**config.mk**
```make
export PLATFORM = sky130hd
export DESIGN_NAME = uart_tx_v2
export DESIGN_NICKNAME = d
export VERILOG_FILES = /design/src/rtl/uart_pkg.sv /design/src/rtl/uart_baud_cnt.sv /design/src/rtl/uart_tx_v2.sv
export SDC_FILE = /design/constraint.sdc
export NUM_CORES = 1
export LEC_CHECK = 0
export ABC_AREA = 1
export CAP_MARGIN = 20
export CORE_MARGIN = 1.5
export CORE_UTILIZATION = 58
export DETAILED_ROUTE_END_ITERATION = 12
export PLACE_DENSITY = 0.79
export SYNTH_ARGS = -nofsm -noshare
export SYNTH_HDL_FRONTEND = slang
export SYNTH_SLANG_ARGS = --single-unit
```
**constraint.sdc**
```tcl
create_clock -name clk -period 2.09 [get_ports clk]
set_input_delay 0.3135 -clock clk [delete_from_list [all_inputs] [get_ports clk]]
set_output_delay 0.3135 -clock clk [all_outputs]
set_load 0.1 [all_outputs]
```
**src/rtl/uart_pkg.sv**
```systemverilog
// Shared definitions for the UART transmitter: FSM states, frame shape and
// baud divider computation.
package uart_pkg;

   typedef enum logic [1:0] {
      StIdle,
      StStart,
      StData,
      StStop
   } uart_state_e;

   localparam int unsigned DATA_BITS  = 8;
   localparam int unsigned STOP_BITS  = 1;
   localparam int unsigned FRAME_BITS = 1 + DATA_BITS + STOP_BITS;

   // Integer truncation is intended; the result must be at least 2.
   function automatic int unsigned calc_clks_per_bit(input int unsigned clk_freq,
                                                     input int unsigned baud_rate);
      return clk_freq / baud_rate;
   endfunction

endpackage

```
**src/rtl/uart_baud_cnt.sv**
```systemverilog
// Divide-by-CLKS_PER_BIT bit timer; bit_done_o pulses for one cycle on the
// last clock of every bit slot while enabled.
module uart_baud_cnt #(
   parameter int unsigned CLKS_PER_BIT = 4
) (
   input  logic clk_i,
   input  logic rst_i,
   input  logic clr_i,
   input  logic en_i,
   output logic bit_done_o
);

   localparam int unsigned CntW = $clog2(CLKS_PER_BIT);

   logic [CntW-1:0] cnt_q, cnt_d;

   assign bit_done_o = en_i && (cnt_q == CntW'(CLKS_PER_BIT - 1));

   always_comb begin
      cnt_d = cnt_q;
      if (clr_i) begin
         cnt_d = '0;
      end else if (en_i) begin
         cnt_d = bit_done_o ? '0 : cnt_q + 1'b1;
      end
   end

   always_ff @(posedge clk_i or posedge rst_i) begin
      if (rst_i) begin
         cnt_q <= '0;
      end else begin
         cnt_q <= cnt_d;
      end
   end

endmodule

```
**src/rtl/uart_tx_v2.sv**
```systemverilog
// 8N1 UART transmitter, LSB first, idle-high. One byte accepted per edge with
// en=1 and busy=0; the frame occupies exactly 10 bit slots of busy.
module uart_tx_v2
   import uart_pkg::*;
#(
   parameter int unsigned CLK_FREQ  = 27_000_000,
   parameter int unsigned BAUD_RATE = 115_200
) (
   input  logic       clk,
   input  logic       rst,
   input  logic [7:0] data,
   input  logic       en,
   output logic       busy,
   output logic       txp
);

   localparam int unsigned CLKS_PER_BIT = calc_clks_per_bit(CLK_FREQ, BAUD_RATE);
   localparam int unsigned IdxW         = $clog2(DATA_BITS);

   uart_state_e          state_q, state_d;
   logic [DATA_BITS-1:0] shift_q, shift_d;
   logic [IdxW-1:0]      bit_idx_q, bit_idx_d;
   logic                 txp_q, txp_d;
   logic                 busy_q, busy_d;
   logic                 accept;
   logic                 bit_done;

   assign accept = en && !busy_q;
   assign busy   = busy_q;
   assign txp    = txp_q;

   // Cleared on accept so the start bit gets a full slot from E0.
   uart_baud_cnt #(
      .CLKS_PER_BIT(CLKS_PER_BIT)
   ) u_baud_cnt (
      .clk_i     (clk),
      .rst_i     (rst),
      .clr_i     (accept),
      .en_i      (busy_q),
      .bit_done_o(bit_done)
   );

   always_comb begin
      state_d   = state_q;
      shift_d   = shift_q;
      bit_idx_d = bit_idx_q;
      txp_d     = txp_q;
      busy_d    = busy_q;
      unique case (state_q)
         StIdle: begin
            if (accept) begin
               state_d   = StStart;
               shift_d   = data;
               bit_idx_d = '0;
               txp_d     = 1'b0;
               busy_d    = 1'b1;
            end
         end
         StStart: begin
            if (bit_done) begin
               state_d = StData;
               txp_d   = shift_q[0];
            end
         end
         StData: begin
            if (bit_done) begin
               if (bit_idx_q == IdxW'(DATA_BITS - 1)) begin
                  state_d = StStop;
                  txp_d   = 1'b1;
               end else begin
                  bit_idx_d = bit_idx_q + 1'b1;
                  shift_d   = {1'b0, shift_q[DATA_BITS-1:1]};
                  txp_d     = shift_q[1];
               end
            end
         end
         StStop: begin
            if (bit_done) begin
               state_d = StIdle;
               busy_d  = 1'b0;
               txp_d   = 1'b1;
            end
         end
         default: state_d = StIdle;
      endcase
   end

   always_ff @(posedge clk or posedge rst) begin
      if (rst) begin
         state_q   <= StIdle;
         shift_q   <= '0;
         bit_idx_q <= '0;
         txp_q     <= 1'b1;
         busy_q    <= 1'b0;
      end else begin
         state_q   <= state_d;
         shift_q   <= shift_d;
         bit_idx_q <= bit_idx_d;
         txp_q     <= txp_d;
         busy_q    <= busy_d;
      end
   end

endmodule

```
After elaboration in Yosys (flattened, before gate mapping)
Index checks and enable logic that the tools add are counted.

Flip-flop bits (word level): 23. Output and inout port bits: 2.

Add/sub/neg operators: 2. Eq/ne operators: 11. Muxes and demuxes: 26. Reduce and logical (&&, ||, !) cells: 11.

Operators with widths (count): 8-bit 2-to-1 mux (6); 8-bit one-hot mux with 2 select lines (1); 2-bit 2-to-1 mux (5); 3-bit 2-to-1 mux (3); 8-bit by 1-bit adder with 8-bit output, second input constant (1); 8-bit == test, second input constant (1); 2-bit one-hot mux with 4 select lines (1); 4-bit AND reduction (2); 1-bit 2-to-1 mux (7); 2-bit by 1-bit != test with 1-bit output, second input constant (3); 2-bit != test, second input constant (3); 3-bit one-hot mux with 2 select lines (1); 2-bit nonzero test (3); 5-bit AND reduction (1); 2-bit == test, second input constant (2); 1-bit one-hot mux with 4 select lines (1); 3-bit by 1-bit adder with 3-bit output, second input constant (1); 3-bit == test, second input constant (1); 3-bit AND reduction (1); 2-bit by 1-bit == test with 1-bit output, second input constant (1); 1-bit logical AND (2); 2-bit zero test (1); 1-bit one-hot mux with 2 select lines (1); 1-bit zero test (1).

Logic depth before layout (Yosys ltp)
Gate-level depths: netlist of run 1.

Depth after elaboration: 5. Depth in mapped cells: 10. Gate-level depth less buffers: 9.

Modules after synthesis
From an unflattened synthesis of run 1, not the netlist that was laid out.

Cell total of the unflattened synthesis: 178. Area, all modules: 1417.6 um^2.

Modules (own cells, without submodules): uart_tx_v2 (times used 1, cells each 106, area an instance 912.1 um^2, seq. area each 376.6 um^2); uart_baud_cnt (times used 1, cells each 72, area an instance 505.5 um^2, seq. area each 200.2 um^2).

Worst setup path before layout of run 1
Ideal clock, no wire load.

Path type: register -> register. From: register busy_q (netlist: busy). To: register bit_idx_q[0]. Arrival time: 1.615 ns. Required time: 1.973 ns. Setup slack: 0.358 ns. Stages on the path, launching flop included: 7. Buffers on the path: 1. Cells stage by stage: dfrtp_1 > inv_1 > nand2_1 > nand2_1 > buf_2 > nand4_1 > nand2_1.

Cells in the longest elaborated chain, start to end: 4. Elaborated cells on any way between the ends: 6.

Ends and longest elaborated chain: start: declaration (RTL line uart_tx_v2.sv:24) `logic busy_q, busy_d;`; start signal: assignment (RTL line uart_tx_v2.sv:100) `busy_q <= busy_d;`; 1-bit zero test (RTL line uart_tx_v2.sv:28) `assign accept = en && !busy_q;`; 1-bit logical AND (RTL line uart_tx_v2.sv:28); 2-bit != test (no source line); 4-bit AND reduction (no source line) *; end signal: assignment (RTL line uart_tx_v2.sv:98) `bit_idx_q <= bit_idx_d;`; end: declaration (RTL line uart_tx_v2.sv:22) `logic [IdxW-1:0] bit_idx_q, bit_idx_d;`.

Mark *: on every way between the ends. The rest lies on a longest branch, timed or not. A chain may end at the register's enable or synchronous reset.

Final worst setup path of run 1
From: register u_baud_cnt.cnt_q[1]. To: register bit_idx_q[2].

Cells in the longest elaborated chain, start to end: 4.

Ends and longest elaborated chain: start: declaration (RTL line uart_baud_cnt.sv:15) `logic [CntW-1:0] cnt_q, cnt_d;`; start signal: assignment (RTL line uart_baud_cnt.sv:32) `cnt_q <= cnt_d;`; 8-bit == test (RTL line uart_baud_cnt.sv:17) `assign bit_done_o = en_i && (cnt_q == CntW'(CLKS_PER_BIT - 1));`; 1-bit logical AND (RTL line uart_baud_cnt.sv:17); 2-bit by 1-bit != test with 1-bit output (no source line); 4-bit AND reduction (no source line).

Every way passes these cells.

==> flow_metrics.tcl, run 1 <==
set metrics [dict create \
    status "complete, no violations" \
    yosys_most_used_dff "dfrtp_1" \
    finalSetupTns_ns 0 \
    htree_levels 1 \
    post-place-cells 223 \
    fmaxAchievable_ghz 0.599 \
    crit_fanout 12 \
    power_density_nw_per_um2 1370 \
    p_sw_mw 1.06 \
    final_common_cell "nand2_1" \
    cp.required_ns 2.30 \
    start_util_pct 62.7 \
    clkTransAtPathRegs_ns 0.12 \
    hold_path.class "in -> async" \
    synthesis.instances 183 \
    p_comb_share_pct 55.6 \
    insertion_delay_ns 0.31 \
    viasPerCell 5.27 \
    postCtsSetupBuffers 0 \
    setup_violations 0 \
    p_seq_share_pct 34.9 \
    fillers 190 \
    ff2ff_setup_slack_ns 0.42 \
    holdWs_ns 0.334 \
    ctsHoldBuffers 0 \
    clock_path_buffers 2 \
    fin_skew_ns 0.00468 \
    synth-edff-count 0 \
    pwr-share-clk_pct 9.5 \
    leakage_nw 0.842 \
    rsz0062_at_grt "no" \
    p_sw_share_pct 48.5 \
    synth_seq_cells 23 \
    yosys_warnings 0 \
    design.die.area_um2 2740 \
    dr.pass1.iters 5 \
    wl_um 2800 \
    regArea_um2 577 \
    cap_viol_max_count 0 \
    multi_input_area_um2 729 \
    cts_root_buffer "clkbuf_4" \
    grt_pass1_vias 1176 \
    io_pins 13 \
    tritoncts "done" \
    internal_power_mw 1.12 \
    tightest_slew_ns 0.297 \
    row_count 17 \
    synth.cell_area_um2 1410 \
    final_cell_mix "72 x nand2_1, 22 x dfrtp_1, 17 x inv_1, 14 x nand4_1" \
    nets 220 \
    ctsResizeCount 0 \
    endpoint_kind "register" \
    clock-sinks 23 \
    port_buffers 12 \
    num_vias 1196 \
    die_x_um 52.4 \
    layout_min_cycle_time_ns 1.67 \
    report.final.slew_viol_count 0 \
    drtAntennaViolNets 0 \
    antenna_found_initial 0 \
    critPathKind "reg -> reg" \
    drive_above_1_share_pct 11.6 \
    syn2layout_area_growth_pct 12.9 \
    detail_route.wl_per_cell_um 12.3 \
    hpwl_um 2040 \
    synth.avg_cell_area_um2 7.72 \
    synthArstFlopShare_pct 100 \
    ys_types 28 \
    coreArea_um2 2250 \
    hold_viol 0 \
    setup.worst_path.start_class "register" \
    slew_headroom_pct 80.2 \
    critPathArrivalTime_ns 1.88 \
    drcViolationCount 0 \
    seq_area_frac_synth_pct 40.8 \
    finalCritPeriodShare_pct 79.9 \
    num_antenna_cells 0 \
    syn-num-nets 203 \
    grt_max_degree 24 \
    grt_use_total_pct 24.0 \
    grt_overflow 0 \
    ir_drop_uv 794 \
    cts_buffers 3 \
    initialDrtViolationCount 35 \
    fp.dieH_um 52.4 \
    stdcell_count 227 \
    grt_pass1_wl_um 4890 \
    routabilityCongestion 0.819 \
]
[per-layer routing]
metal	track usage [%]	vias up	part of all wire, %
met5	0	-	0
met1	30.5	549	47
met3	3.14	2	3.0
li1	-	623	-
met4	8.97	0	0.61
met2	41.3	22	49
[synthesized netlist by cell type, types with 2 or more instances]
| cell type | n | share of area (%) |
|---|---|---|
| o21ai_0 | 3 | 1.1 |
| xnor2_1 | 2 | 1.2 |
| nand4_1 | 14 | 6.2 |
| inv_1 | 17 | 4.5 |
| nor2_1 | 10 | 2.7 |
| xor2_1 | 2 | 1.2 |
| nand3_1 | 6 | 2.1 |
| nand2_2 | 2 | 0.89 |
| dfrtp_1 | 22 | 39 |
| o22ai_1 | 4 | 1.8 |
| or2_2 | 2 | 0.89 |
| nand2_1 | 72 | 19 |
| buf_2 | 4 | 1.4 |
| ha_1 | 9 | 8.0 |
[state kept, by name, summed over array words and instances, names as in the netlist]
signal,cells
state_q,2
busy,1
u_baud_cnt.cnt_q,8
txp,1
bit_idx_q,3
shift_q,8
[cell type report]
class | count | share of cell area [%]
timing repair buffer | 18 | 10.0
inverter | 18 | 4.24
multi-input combinational | 136 | 45.7
sequential | 23 | 36.2
clock buffer | 4 | 1.65
tap | 28 | 2.20
[worst max-delay path, cell delays in order (launching register included)]
cell,delay [ns]
dfrtp_1,0.42
inv_1,0.09
ha_1,0.16
nand2_1,0.09
nor2_4,0.12
nand3_4,0.11
nand2_4,0.15
nand3_2,0.23
nand2_1,0.15
nand2_1,0.05
[metrics by stage]
| stage | setup WS, ns | util (%) | instance area (µm²) | total power, mW |
|---|---|---|---|---|
| 2_1_floorplan | 0.358 | - | 1410 | 1.70 |
| 3_3_place_gp | 0.531 | 69.6 | 1570 | 1.92 |
| 3_5_place_dp | 0.422 | 69.6 | 1570 | 1.98 |
| 4_1_cts | 0.392 | 70.8 | 1600 | 2.19 |
| 5_1_grt | 0.274 | 70.8 | 1600 | 2.37 |
| 6_report | 0.421 | 70.8 | 1600 | 2.18 |
[power by group through the flow]
stage / combinational [mW] / clock [mW] / sequential, mW
6_report: 1.21 / 0.207 / 0.763
5_1_grt: 1.36 / 0.221 / 0.788
4_1_cts: 1.22 / 0.209 / 0.762
3_5_place_dp: 1.21 / 0 / 0.771
3_3_place_gp: 1.16 / 0 / 0.759
2_1_floorplan: 0.873 / 0 / 0.830
[final timing paths]
| path | start | to | cells past startpoint |
|---|---|---|---|
| worst max register to register | u_baud_cnt.cnt_q[1]$_DFFE_PP0P_ | bit_idx_q[2]$_DFFE_PP0P_ | 9 |
| max in group asynchronous | rst | txp$_DFFE_PP1P_ | 3 |
| worst min-delay path | rst | busy$_DFFE_PP0P_ | 3 |
| worst max-delay path | u_baud_cnt.cnt_q[1]$_DFFE_PP0P_ | bit_idx_q[2]$_DFFE_PP0P_ | 9 |
| worst min register to register | txp$_DFFE_PP1P_ | txp$_DFFE_PP1P_ | 2 |
| min in group clk | txp$_DFFE_PP1P_ | txp$_DFFE_PP1P_ | 2 |
[cell families after synthesis]
kind of cell,share of synthesized area (%)
XOR/XNOR,2.48
AO/OA/AOI/OAI,5.31
AND/OR/NAND/NOR,35.9
buffers and inverters,7.53
flip-flops,40.8
adder cells (fa/ha/maj),7.97
No activity file was read; power rests on OpenSTA's default activity.
==> inputs of run 2 (changes only) <==
Settings changed: CORE_UTILIZATION 58 to 56, PLACE_DENSITY 0.79 to 0.77.
Clock period 2.09 ns to 1.55 ns, I/O delays scaled along.
==> flow_metrics.tcl, run 2 (synthesis results as in run 1) <==
set metrics [dict create \
    ctsHoldBuffers 0 \
    critPathKind "reg -> reg" \
    cp.required_ns 1.82 \
    critPathArrivalTime_ns 1.75 \
    num_antenna_cells 0 \
    viasPerCell 5.42 \
    place_ws_ns 0.0193 \
    cts_buffers 3 \
    stdcell_area_um2 1730 \
    report.final.slew_viol_count 0 \
    htree_levels 1 \
    initialDrtViolationCount 28 \
    ir_drop_uv 1290 \
    setup.worst_path.start_class "register" \
    clkTransAtPathRegs_ns 0.13 \
    hold_viol 0 \
    nets 227 \
    io_pins 13 \
    die_x_um 53.2 \
    power_density_nw_per_um2 1930 \
    finalCritPeriodShare_pct 95.5 \
    top_regs "shift_q: 8 flops, u_baud_cnt.cnt_q: 8 flops, bit_idx_q: 3 flops" \
    tightest_slew_ns 0.309 \
    setup_violations 0 \
    hpwl_um 2080 \
    clock_path_buffers 2 \
    endpoint_kind "register" \
    slew_headroom_pct 79.4 \
    antenna_found_initial 0 \
    cts_root_buffer "clkbuf_4" \
    num_vias 1280 \
    rr_startpoint "state_q[0]$_DFFE_PP0P_" \
    final_common_cell "nand2_1" \
    design.die.area_um2 2830 \
    fillers 197 \
    grt_overflow 0 \
    fin_util_pct 71.0 \
    post-place-cells 228 \
    grt_max_degree 24 \
    wl_um 2910 \
    port_buffers 12 \
    final_cell_mix "70 x nand2_1, 21 x dfrtp_1, 14 x inv_1, 14 x nand4_1" \
    row_count 18 \
    layout_min_cycle_time_ns 1.48 \
    insertion_delay_ns 0.32 \
    coreArea_um2 2430 \
    rr_worst_depth 7 \
    fmaxAchievable_ghz 0.675 \
    stdcell_count 236 \
    hold_path.class "in -> async" \
    leakage_nw 0.884 \
    placed_area_um2 1620 \
    ff2ff_setup_slack_ns 0.07 \
    drtAntennaViolNets 0 \
    holdWs_ns 0.230 \
    routabilityCongestion 0.864 \
    fin_skew_ns 0.00650 \
    setup_ws_ns 0.0693 \
    status "complete, no violations" \
    clock-sinks 23 \
    syn2layout_area_growth_pct 22.2 \
    reg2reg_to "shift_q[3]$_DFFE_PP0P_" \
    start_util_pct 58.1 \
    fp.dieH_um 53.2 \
    tritoncts "done" \
    dr.pass1.iters 4 \
    grt_pass1_vias 1145 \
    cap_viol_max_count 0 \
    crit_fanout 5 \
    detail_route.wl_per_cell_um 12.3 \
    grt_pass1_wl_um 4750 \
    drcViolationCount 0 \
    drive_above_1_share_pct 18.9 \
    grt_use_total_pct 23.1 \
]
## run 2: per-stage QoR
stage / power, mW / TNS (ns)
2_1_floorplan: 2.30 / 0
3_3_place_gp: 2.69 / 0
3_5_place_dp: 2.76 / 0
4_1_cts: 3.08 / 0
5_1_grt: 3.61 / -0.103
6_report: 3.33 / 0
## run 2: timing repair
item                                    CTS  global route
endpoints found under the hold margin     0             0
resized for setup                         1            14
endpoints found under the setup margin    3            15
cloned                                    0             2
pin swaps                                 0             3
setup buffers                             0             2
## run 2: critical path, cell delays in order (launching register included)
cell and delay [ns]:
dfrtp_1 0.45, inv_2 0.10, ha_2 0.20, inv_2 0.07, o21ai_4 0.25, buf_4 0.19
nand4_1 0.10, nand2_1 0.08
## run 2: layer usage
layer	global-route usage [%]	vias to the layer above	routed length (µm)
met3	3.67	2	84
met1	27.5	609	1310
met5	0	-	0
met4	8.55	0	23
met2	41.2	27	1490
li1	-	642	-
## run 2: worst max-delay path by stage
stage                                start                endpoint  slack (ns)  depth (start not counted)
finish              state_q[0]$_DFFE_PP0P_  shift_q[3]$_DFFE_PP0P_        0.07                          7
global route        state_q[0]$_DFFE_PP0P_  shift_q[7]$_DFFE_PP0P_       -0.02                          7
CTS                 state_q[0]$_DFFE_PP0P_  shift_q[5]$_DFFE_PP0P_        0.02                          8
detailed placement                      en  state_q[0]$_DFFE_PP0P_        0.02                          7
global placement                        en  state_q[1]$_DFFE_PP0P_        0.06                          7
floorplan           state_q[0]$_DFFE_PP0P_  state_q[0]$_DFFE_PP0P_        0.12                          8
## run 2: final cells by class
type	instances	area [µm²]	area share [%]
well taps	30	37.5	2.17
flip-flops and latches	23	578	33.5
multi-input cells	137	779	45.1
inverters	18	67.6	3.91
repair buffers	24	238	13.8
clock buffers	4	26.3	1.52
## run 2: where the power goes
group / total, mW / internal (mW) / switching, mW
clock: 0.292 / 0.101 / 0.191
combinational: 2.00 / 0.810 / 1.19
sequential: 1.04 / 0.834 / 0.201
total: 3.33 / 1.74 / 1.58
==> inputs of run 3 (changes only) <==
Settings changed: CORE_ASPECT_RATIO set to 0.75.
==> flow_metrics.tcl, run 3 (synthesis results as in run 1) <==
set metrics [dict create \
    insertion_delay_ns 0.33 \
    hold_path.class "in -> async" \
    power_density_nw_per_um2 1950 \
    tritoncts "done" \
    port_buffers 12 \
    ir_drop_uv 872 \
    clkTransAtPathRegs_ns 0.13 \
    initialDrtViolationCount 159 \
    setup.worst_path.start_class "register" \
    clock-sinks 23 \
    finalSetupTns_ns 0 \
    grt_max_degree 24 \
    finalCritPeriodShare_pct 99.7 \
    layout_min_cycle_time_ns 1.55 \
    grt_use_total_pct 23.3 \
    die_x_um 61.0 \
    viasPerCell 5.34 \
    hold_viol 0 \
    ctsHoldBuffers 0 \
    endpoint_kind "register" \
    design.die.area_um2 2840 \
    syn2layout_area_growth_pct 25.0 \
    coreArea_um2 2350 \
    hpwl_um 2140 \
    critPathArrivalTime_ns 1.78 \
    num_antenna_cells 0 \
    final_common_cell "nand2_1" \
    critPathTopFamily "flip-flops" \
    fp.dieH_um 46.5 \
    report.final.slew_viol_count 0 \
    fin_util_pct 75.3 \
    grt_overflow 0 \
    dr.pass1.iters 4 \
    setup_violations 0 \
    cap_viol_max_count 0 \
    grt_pass1_vias 1164 \
    fin_skew_ns 0.00956 \
    grt_pass1_wl_um 4780 \
    final_cell_mix "70 x nand2_1, 21 x dfrtp_1, 16 x inv_1, 14 x nand4_1, 13 x buf_4" \
    tightest_slew_ns 0.301 \
    slew_headroom_pct 79.9 \
    start_util_pct 60.2 \
    cts_root_buffer "clkbuf_4" \
    antenna_found_initial 0 \
    crit_chain "inv_1 > ha_2 > buf_4 > buf_4 > or2_2 > nand4_1 > nand2_1" \
    critPathKind "reg -> reg" \
    top_regs "shift_q: 8 flops, u_baud_cnt.cnt_q: 8 flops, bit_idx_q: 3 flops" \
    detail_route.wl_per_cell_um 13.2 \
    wl_um 3230 \
    num_vias 1304 \
    crit_fanout 4 \
    cpMostUsedCell "buf_4" \
    fmaxAchievable_ghz 0.647 \
    routabilityCongestion 0.870 \
    fillers 172 \
    row_count 15 \
    cp_slowest_stage_delay_ns 0.43 \
    drtAntennaViolNets 0 \
    io_pins 13 \
    leakage_nw 0.907 \
    clock_path_buffers 2 \
    drive_above_1_share_pct 19.5 \
    nets 231 \
    status "complete, no violations" \
    htree_levels 1 \
    path_buf_inv 3 \
    cp.required_ns 1.78 \
    drcViolationCount 0 \
    crit_slowest_cell "dfrtp_1" \
    cts_buffers 3 \
]
[run 3: cell types whose count changed in the layout (fill, tap and decap cells not counted)]
cell and delta:
or2_4 +1, buf_4 +3, inv_1 +2, nand2_2 -1, inv_2 -2, ha_2 +1
nor2_1 +1, nand2_4 +1, nand3_4 -1, buf_6 +1, nor2_2 -1, nand3_2 +1
ha_1 -1, or2_2 -1
[run 3: power by group]
group	leakage [nW]	switching (mW)	internal (mW)
Combinational	0.600	1.24	0.873
Clock	0.0150	0.189	0.101
Sequential	0.292	0.200	0.834
[run 3: timing repair]
action                                  CTS  global route
setup buffers                             1             4
pin swaps                                 0             3
resized for setup                         2            13
endpoints found under the setup margin   13            15
cloned                                    0             2
endpoints found under the hold margin     0             0
[run 3: tightest hold or removal path, stage by stage]
cell and delay (ns):
clkdlybuf4s50_1 0.39, inv_1 0.05, buf_4 0.28
[run 3: per-layer routing]
layer / global-route usage [%] / wire length, µm
met2: 37.6 / 1540
met3: 6.18 / 194
met4: 10.4 / 40
met1: 29.3 / 1450
met5: 0 / 0
[run 3: layout make-up]
type                    count  area [µm²]  share of cell area, %
clock buffers               4        26.3                   1.49
flip-flops and latches     23         578                   32.7
inverters                  18        67.6                   3.83
well taps                  34        42.5                   2.41
repair buffers             28         272                   15.4
multi-input cells         137         779                   44.2
[run 3: path summary, 6_finish.rpt]
| kind | start | end | slack [ns] | depth (start not counted) |
|---|---|---|---|---|
| worst min-delay path | rst | u_baud_cnt.cnt_q[3]$_DFFE_PP0P_ | 0.23 | 3 |
| worst max register to register | state_q[0]$_DFFE_PP0P_ | state_q[0]$_DFFE_PP0P_ | 0.004 | 7 |
| min in group clk | txp$_DFFE_PP1P_ | txp$_DFFE_PP1P_ | 0.50 | 2 |
| worst min register to register | txp$_DFFE_PP1P_ | txp$_DFFE_PP1P_ | 0.50 | 2 |
| worst max-delay path | state_q[0]$_DFFE_PP0P_ | state_q[0]$_DFFE_PP0P_ | 0.004 | 7 |
| max in group asynchronous | rst | txp$_DFFE_PP1P_ | 1.04 | 3 |
[run 3: stage by stage]
stage	area (µm²)	hold WS, ns	cells	power [mW]	setup slack [ns]
4_1_cts	1680	0.229	238	3.12	0.00652
3_3_place_gp	1630	0.456	233	2.70	0.0337
6_report	1770	0.227	244	3.44	0.00422
5_1_grt	1770	0.269	244	3.68	-0.0493
3_5_place_dp	1630	0.465	233	2.77	-0.0376
2_1_floorplan	1410	0.234	183	2.30	0.115
